<file path="src/rtl/cache_l2_assoc_if.sv">
// L1-side, memory-side and prefetch-side signals of the L2 cache; the cache takes the slave view.
// Latency/backpressure are properties of cache_l2_assoc: requests are held until their resp pulse.
interface cache_l2_assoc_if #(
    parameter int BLOCK = 128
);
    logic             mem_read;
    logic             mem_write;
    logic [15:0]      mem_address;
    logic [BLOCK-1:0] mem_wdata;
    logic             mem_resp;
    logic [BLOCK-1:0] mem_rdata;
    logic             pmem_read;
    logic             pmem_write;
    logic [15:0]      pmem_address;
    logic [BLOCK-1:0] pmem_wdata;
    logic             pmem_resp;
    logic [BLOCK-1:0] pmem_rdata;
    logic             prefetch_valid;
    logic [15:0]      prefetch_address;
    logic [BLOCK-1:0] prefetch_wdata;
    logic             prefetch_ack;
    logic             dont_prefetch;

    modport slave (
        input  mem_read, mem_write, mem_address, mem_wdata,
        output mem_resp, mem_rdata,
        output pmem_read, pmem_write, pmem_address, pmem_wdata,
        input  pmem_resp, pmem_rdata,
        input  prefetch_valid, prefetch_address, prefetch_wdata,
        output prefetch_ack, dont_prefetch
    );

    modport master (
        output mem_read, mem_write, mem_address, mem_wdata,
        input  mem_resp, mem_rdata,
        input  pmem_read, pmem_write, pmem_address, pmem_wdata,
        output pmem_resp, pmem_rdata,
        output prefetch_valid, prefetch_address, prefetch_wdata,
        input  prefetch_ack, dont_prefetch
    );
endinterface

</file>
<file path="src/rtl/cache_l2_assoc.sv">
// N-way write-back/write-allocate L2; hits respond in the request cycle, misses one cycle after the last pmem_resp.
// Requests and pmem transfers are held until their resp; prefetch offers are only taken in an idle cycle.
module cache_l2_assoc #(
    parameter int WAYS     = 4,
    parameter int SETS     = 8,
    parameter int LOG_SETS = 3,
    parameter int BLOCK    = 128
) (
    input  logic            clk,
    input  logic            reset,
    cache_l2_assoc_if.slave bus
);
    localparam int WW = (WAYS > 1) ? $clog2(WAYS) : 1;
    localparam int TW = 12 - LOG_SETS;

    typedef enum logic [1:0] {IDLE, WRITEBACK, FETCH} state_t;
    state_t state, state_nx;

    logic             valid_q [SETS][WAYS];
    logic             dirty_q [SETS][WAYS];
    logic [TW-1:0]    tag_q   [SETS][WAYS];
    logic [BLOCK-1:0] data_q  [SETS][WAYS];
    logic [WW-1:0]    rr_q    [SETS];

    logic [LOG_SETS-1:0] idx, pidx;
    logic [TW-1:0]       tag, ptag;
    logic                hit, phit, req;
    logic [WW-1:0]       hit_way, vic, pvic;

    assign idx  = bus.mem_address[3+LOG_SETS:4];
    assign tag  = bus.mem_address[15:4+LOG_SETS];
    assign pidx = bus.prefetch_address[3+LOG_SETS:4];
    assign ptag = bus.prefetch_address[15:4+LOG_SETS];
    assign req  = bus.mem_read | bus.mem_write;

    logic unused_offsets;
    assign unused_offsets = ^{bus.mem_address[3:0], bus.prefetch_address[3:0]};

    // Descending scan so the lowest-index invalid way overrides the round-robin pick.
    always_comb begin
        hit     = 1'b0;
        hit_way = '0;
        phit    = 1'b0;
        vic     = rr_q[idx];
        pvic    = rr_q[pidx];
        for (int w = WAYS - 1; w >= 0; w--) begin
            if (!valid_q[idx][w])  vic  = WW'(w);
            if (!valid_q[pidx][w]) pvic = WW'(w);
            if (valid_q[idx][w] && tag_q[idx][w] == tag) begin
                hit     = 1'b1;
                hit_way = WW'(w);
            end
            if (valid_q[pidx][w] && tag_q[pidx][w] == ptag) phit = 1'b1;
        end
    end

    logic                upd_en, upd_dirty, upd_adv, clr_dirty;
    logic [LOG_SETS-1:0] upd_set;
    logic [WW-1:0]       upd_way;
    logic [TW-1:0]       upd_tag;
    logic [BLOCK-1:0]    upd_data;

    always_comb begin
        state_nx          = state;
        bus.mem_resp      = 1'b0;
        bus.mem_rdata     = '0;
        bus.pmem_read     = 1'b0;
        bus.pmem_write    = 1'b0;
        bus.pmem_address  = '0;
        bus.pmem_wdata    = '0;
        bus.prefetch_ack  = 1'b0;
        bus.dont_prefetch = 1'b0;
        upd_en    = 1'b0;
        upd_dirty = 1'b0;
        upd_adv   = 1'b0;
        clr_dirty = 1'b0;
        upd_set   = idx;
        upd_way   = vic;
        upd_tag   = tag;
        upd_data  = bus.mem_wdata;
        if (!reset) begin
            bus.dont_prefetch = (state != IDLE) | req;
            unique case (state)
                IDLE: begin
                    if (req) begin
                        if (hit) begin
                            bus.mem_resp = 1'b1;
                            if (bus.mem_read) begin
                                bus.mem_rdata = data_q[idx][hit_way];
                            end else begin
                                upd_en    = 1'b1;
                                upd_way   = hit_way;
                                upd_dirty = 1'b1;
                            end
                        end else if (valid_q[idx][vic] && dirty_q[idx][vic]) begin
                            state_nx = WRITEBACK;
                        end else if (bus.mem_read) begin
                            state_nx = FETCH;
                        end else begin
                            // Full-block write: allocate directly; the held request hits next cycle.
                            upd_en    = 1'b1;
                            upd_dirty = 1'b1;
                            upd_adv   = 1'b1;
                        end
                    end else if (bus.prefetch_valid) begin
                        bus.prefetch_ack = 1'b1;
                        if (!phit && !(valid_q[pidx][pvic] && dirty_q[pidx][pvic])) begin
                            upd_en   = 1'b1;
                            upd_set  = pidx;
                            upd_way  = pvic;
                            upd_tag  = ptag;
                            upd_data = bus.prefetch_wdata;
                            upd_adv  = 1'b1;
                        end
                    end
                end
                WRITEBACK: begin
                    bus.pmem_write   = 1'b1;
                    bus.pmem_address = {tag_q[idx][vic], idx, 4'h0};
                    bus.pmem_wdata   = data_q[idx][vic];
                    if (bus.pmem_resp) begin
                        clr_dirty = 1'b1;
                        state_nx  = bus.mem_read ? FETCH : IDLE;
                    end
                end
                FETCH: begin
                    bus.pmem_read    = 1'b1;
                    bus.pmem_address = {bus.mem_address[15:4], 4'h0};
                    if (bus.pmem_resp) begin
                        upd_en   = 1'b1;
                        upd_data = bus.pmem_rdata;
                        upd_adv  = 1'b1;
                        state_nx = IDLE;
                    end
                end
                default: state_nx = IDLE;
            endcase
        end
    end

    always_ff @(posedge clk) begin
        if (reset) begin
            state <= IDLE;
            for (int s = 0; s < SETS; s++) begin
                rr_q[s] <= '0;
                for (int w = 0; w < WAYS; w++) begin
                    valid_q[s][w] <= 1'b0;
                    dirty_q[s][w] <= 1'b0;
                end
            end
        end else begin
            state <= state_nx;
            if (clr_dirty) dirty_q[idx][vic] <= 1'b0;
            if (upd_en) begin
                valid_q[upd_set][upd_way] <= 1'b1;
                dirty_q[upd_set][upd_way] <= upd_dirty;
                tag_q[upd_set][upd_way]   <= upd_tag;
                data_q[upd_set][upd_way]  <= upd_data;
            end
            if (upd_adv)
                rr_q[upd_set] <= (rr_q[upd_set] == WW'(WAYS - 1)) ? '0 : rr_q[upd_set] + 1'b1;
        end
    end
endmodule

</file>
<file path="src/flat_wrapper.sv">
// flat-port wrapper written by rule: the top's interface ports become plain ports
module cache_l2_assoc_flat 
#(
    parameter int WAYS     = 4,
    parameter int SETS     = 8,
    parameter int LOG_SETS = 3,
    parameter int BLOCK    = 128
)
  (clk, reset, bus_mem_read, bus_mem_write, bus_mem_address, bus_mem_wdata, bus_mem_resp, bus_mem_rdata, bus_pmem_read, bus_pmem_write, bus_pmem_address, bus_pmem_wdata, bus_pmem_resp, bus_pmem_rdata, bus_prefetch_valid, bus_prefetch_address, bus_prefetch_wdata, bus_prefetch_ack, bus_dont_prefetch);
  cache_l2_assoc_if #(.BLOCK(BLOCK)) bus_i ();
  input  logic clk;
  input  logic reset;
  input wire logic [$bits(bus_i.mem_read)-1:0] bus_mem_read;
  input wire logic [$bits(bus_i.mem_write)-1:0] bus_mem_write;
  input wire logic [$bits(bus_i.mem_address)-1:0] bus_mem_address;
  input wire logic [$bits(bus_i.mem_wdata)-1:0] bus_mem_wdata;
  output wire logic [$bits(bus_i.mem_resp)-1:0] bus_mem_resp;
  output wire logic [$bits(bus_i.mem_rdata)-1:0] bus_mem_rdata;
  output wire logic [$bits(bus_i.pmem_read)-1:0] bus_pmem_read;
  output wire logic [$bits(bus_i.pmem_write)-1:0] bus_pmem_write;
  output wire logic [$bits(bus_i.pmem_address)-1:0] bus_pmem_address;
  output wire logic [$bits(bus_i.pmem_wdata)-1:0] bus_pmem_wdata;
  input wire logic [$bits(bus_i.pmem_resp)-1:0] bus_pmem_resp;
  input wire logic [$bits(bus_i.pmem_rdata)-1:0] bus_pmem_rdata;
  input wire logic [$bits(bus_i.prefetch_valid)-1:0] bus_prefetch_valid;
  input wire logic [$bits(bus_i.prefetch_address)-1:0] bus_prefetch_address;
  input wire logic [$bits(bus_i.prefetch_wdata)-1:0] bus_prefetch_wdata;
  output wire logic [$bits(bus_i.prefetch_ack)-1:0] bus_prefetch_ack;
  output wire logic [$bits(bus_i.dont_prefetch)-1:0] bus_dont_prefetch;
  assign bus_i.mem_read = bus_mem_read;
  assign bus_i.mem_write = bus_mem_write;
  assign bus_i.mem_address = bus_mem_address;
  assign bus_i.mem_wdata = bus_mem_wdata;
  assign bus_mem_resp = bus_i.mem_resp;
  assign bus_mem_rdata = bus_i.mem_rdata;
  assign bus_pmem_read = bus_i.pmem_read;
  assign bus_pmem_write = bus_i.pmem_write;
  assign bus_pmem_address = bus_i.pmem_address;
  assign bus_pmem_wdata = bus_i.pmem_wdata;
  assign bus_i.pmem_resp = bus_pmem_resp;
  assign bus_i.pmem_rdata = bus_pmem_rdata;
  assign bus_i.prefetch_valid = bus_prefetch_valid;
  assign bus_i.prefetch_address = bus_prefetch_address;
  assign bus_i.prefetch_wdata = bus_prefetch_wdata;
  assign bus_prefetch_ack = bus_i.prefetch_ack;
  assign bus_dont_prefetch = bus_i.dont_prefetch;
  cache_l2_assoc #(.WAYS(WAYS), .SETS(SETS), .LOG_SETS(LOG_SETS), .BLOCK(BLOCK)) u_core (.clk(clk), .reset(reset), .bus(bus_i));
endmodule
</file>
<file path="config.mk">
export PLATFORM = sky130hd
export DESIGN_NAME = cache_l2_assoc_flat
export DESIGN_NICKNAME = d
export VERILOG_FILES = /design/src/rtl/cache_l2_assoc_if.sv /design/src/rtl/cache_l2_assoc.sv /design/src/flat_wrapper.sv
export SDC_FILE = /design/constraint.sdc
export NUM_CORES = 2
export LEC_CHECK = 0
export CAP_MARGIN = 15
export CELL_PAD_IN_SITES_DETAIL_PLACEMENT = 0
export CELL_PAD_IN_SITES_GLOBAL_PLACEMENT = 1
export CORE_UTILIZATION = 40
export DETAILED_ROUTE_END_ITERATION = 10
export HOLD_SLACK_MARGIN = 0.12
export PLACE_DENSITY = 0.73
export SLEW_MARGIN = 15
export SYNTH_ARGS = -nofsm -noshare
export SYNTH_HDL_FRONTEND = slang
export SYNTH_MEMORY_MAX_BITS = 65536
export SYNTH_SLANG_ARGS = --single-unit
</file>
<file path="constraint.sdc">
create_clock -name clk -period 19.1 [get_ports clk]
set_input_delay 3.82 -clock clk [delete_from_list [all_inputs] [get_ports clk]]
set_output_delay 3.82 -clock clk [all_outputs]
set_load 0.005 [all_outputs]
</file>
==> flow_summary.toml <==
[timing]
drv_slew = 0
fmax_mhz = 66.7
setup_violations = 0
fin_crit_sh = 0.784
worst_slew_pin_slew_ns = 1.27
rsz0062_at_grt = "false"
period_minus_slack_ns = 14.98
hold_viol_final = 0
tns_ns = 0
max_slew_margin = 0.152
finClkSkew_ns = 0.0925

[clock_network]
cts_root_buffer = "clkbuf_16"
hold_buffers = 0
cts_tree = "yes"
cts_resized = 0
post-cts-setup-buffer-count = 0
clk_latency_ns = 1.02
htreeDepth = 5
clock-sinks = 4466
path_clk_slew_ns = 0.06
clockBufferDepth = 4
cts_buffers = 442

[synthesis]
yosys_warnings = 0
async_reset_ff_frac = 0
synth_ff_type = "edfxtp_1"
synth_top_family_by_area = "multiplexers"
synth_area_mm2 = 0.186
yosysUniqueCellTypes = 78
syn_inst = 10319
synth_top_area_share = 0.716
synth_compound_area_frac = 0.0475
synth_mux_area_frac = 0.169
synth_xor_area_frac = 0.00306
synth_largest_area_cell = "edfxtp_1"
synth_most_common_cell = "edfxtp_1"
yosys.area_share.simple = 0.0405
avgSynthCellArea_um2 = 18.0
synth_edf_count = 4432
synth_fa_ha_area_frac = 0.000202
synthTopCellsByArea = "edfxtp_1 72%, mux4_2 14%, nand2_1 3.2%, mux2i_1 2.4%, o211ai_1 1.0%"
ys_seq_area_frac = 0.720
synth_commonest_cells = "4432 x edfxtp_1, 1576 x nand2_1, 1186 x mux4_2"
synth-seq-cells = 4466

[critical_path]
arrival_ns = 11.16
path_cells = "buf_8, buf_12, buf_4, mux4_2, mux2i_1, xor2_1, nand3_1, nor4_1, nor2_1, nor2_1, nor2_4, buf_4, buf_4, o211ai_1, a21oi_1, clkdlybuf4s50_1"
path_class = "in -> out"
path_max_fanout = 109
critPathMaxStageDelay_ns = 0.78
cp-end-kind = "output pin"
worstPathRequired_ns = 15.28
crit_top_cell = "buf_4"
crit_path_start_kind = "input port"
worst_path_max_delay_cell = "buf_4"

[global_route]
grt_overflow = 0
top_usage_layer = "met2"
antenna_found_initial = 36
grt_pass1_vias = 105634
grt_util_all_layers = 0.233
grtUsageMet2 = 0.386
grt.met3_usage = 0.0360
grt_max_degree = 166
grt_pass1_wl_mm = 783
use_met1 = 0.314

[drt]
drc = 0
via_count = 105722
firstDrtPassIters = 6
ant_nets = 0
drtIter0Drc = 13164
drt-total-wl_mm = 560
via_per_inst = 6.03
avgRoutedWirePerCell_um = 31.9

[pwr]
cellPowerDensity_mw_per_mm2 = 99.3
p_leak_uw = 0.0706
p_total_uw = 21400
peakVddDrop_mv = 0.0820

[layout]
finish.instance_area_mm2 = 0.216
layoutNonFillerInstCount = 17530
drive_gt1_frac = 0.203
nets = 11425
areaGrowthSynthToFinish_pct = 16.1

[placement]
portBuffers = 686
place_inst = 16699
place.gp.congestion = 0.832
placed_area_mm2 = 0.201
dp_hpwl_mm = 292

[outcome]
status = "finished, final reports clean"

[hold_path]
worstHoldPathType = "reg -> reg"

[floorplanning]
core_mm2 = 0.461
die_x_um = 684
pin_count = 699
initial_core_util = 0.403
die_area_mm2 = 0.467
die_y_um = 684
rows = 249

[flow_run]
drv_cap = 0
==> cell families (layout without fill, tap and decap cells) <==
family | after synthesis | after routing
simple gates | 1907 | 1907
other cells | 1 | 17
compound gates | 1324 | 1324
xor+xnor | 64 | 64
flops | 4466 | 4466
mux | 1648 | 1648
buf+inv | 906 | 1952
fa+ha+maj | 3 | 3
==> per-layer routing <==
metal  routed length (µm)  part of all wire
met5                   65           0.00012
met4                22100             0.039
met3                50400             0.090
met2               270000              0.48
met1               217000              0.39
==> per-stage QoR <==
step / utilization / worst slack [ns] / hold WS (ns)
after CTS: 0.467 / 4.34 / 0.490
after floorplan: - / 5.70 / 0.456
after global placement: 0.436 / 4.34 / 0.467
after global routing: 0.468 / 3.95 / 0.504
after detailed placement: 0.436 / 4.33 / 0.481
final: 0.468 / 4.12 / 0.490
==> cell usage in the layout, fill, tap and decap left out, types with 132 or more instances in the layout <==
master,synthesis,final
mux4_2,1186,1186
inv_1,172,172
edfxtp_1,4432,4432
a21oi_1,279,275
clkbuf_16,0,445
o22ai_1,170,170
o211ai_1,258,258
clkdlybuf4s50_1,0,678
nor2_1,166,132
a22oi_1,151,151
mux2i_1,445,444
buf_4,25,229
nand2_1,1576,1573
==> path summary, 6_finish.rpt <==
| check | endpoint | depth (start not counted) | startpoint | slack [ns] |
|---|---|---|---|---|
| worst min-delay path | u_core.valid_q[7][3] | 2 | u_core.valid_q[7][3] | 0.49 |
| worst max-delay path | bus_mem_rdata[17] | 16 | bus_mem_address[5] | 4.12 |
| worst min register to register | u_core.valid_q[7][3] | 2 | u_core.valid_q[7][3] | 0.49 |
| worst max register to register | u_core.data_q[7][368] | 15 | u_core.valid_q[7][0] | 9.99 |
==> worst max-delay path, delay by kind of cell <==
| family | cells | cell delay (ns) |
|---|---|---|
| compound gates | 2 | 0.68 |
| xor+xnor | 1 | 0.12 |
| buf+inv | 6 | 3.71 |
| mux | 2 | 0.97 |
| simple gates | 5 | 1.29 |
==> registers in the layout (all words and copies together), names as in the netlist <==
signal          flops
u_core.tag_q      288
u_core.valid_q     32
u_core.rr_q        16
u_core.state        2
u_core.data_q    4096
u_core.dirty_q     32
==> area by class of cell <==
class | count | area [µm²]
antenna | 13 | 32.5
clock buffer | 521 | 11400
clock inverter | 291 | 3060
fill | 38261 | 245000
inverter | 175 | 664
multi-input combinational | 4950 | 49500
sequential | 4466 | 134000
tap | 6149 | 7690
timing repair buffer | 965 | 9580
==> power by group <==
part / leakage, µW / total [µW] / internal [µW] / switching (µW)
clock network: 0.00702 / 8730 / 4960 / 3760
registers: 0.0403 / 11100 / 11100 / 13.9
logic: 0.0233 / 1570 / 531 / 1040
total: 0.0706 / 21400 / 16600 / 4810
Note: power is estimated with default switching activity, not from simulation.
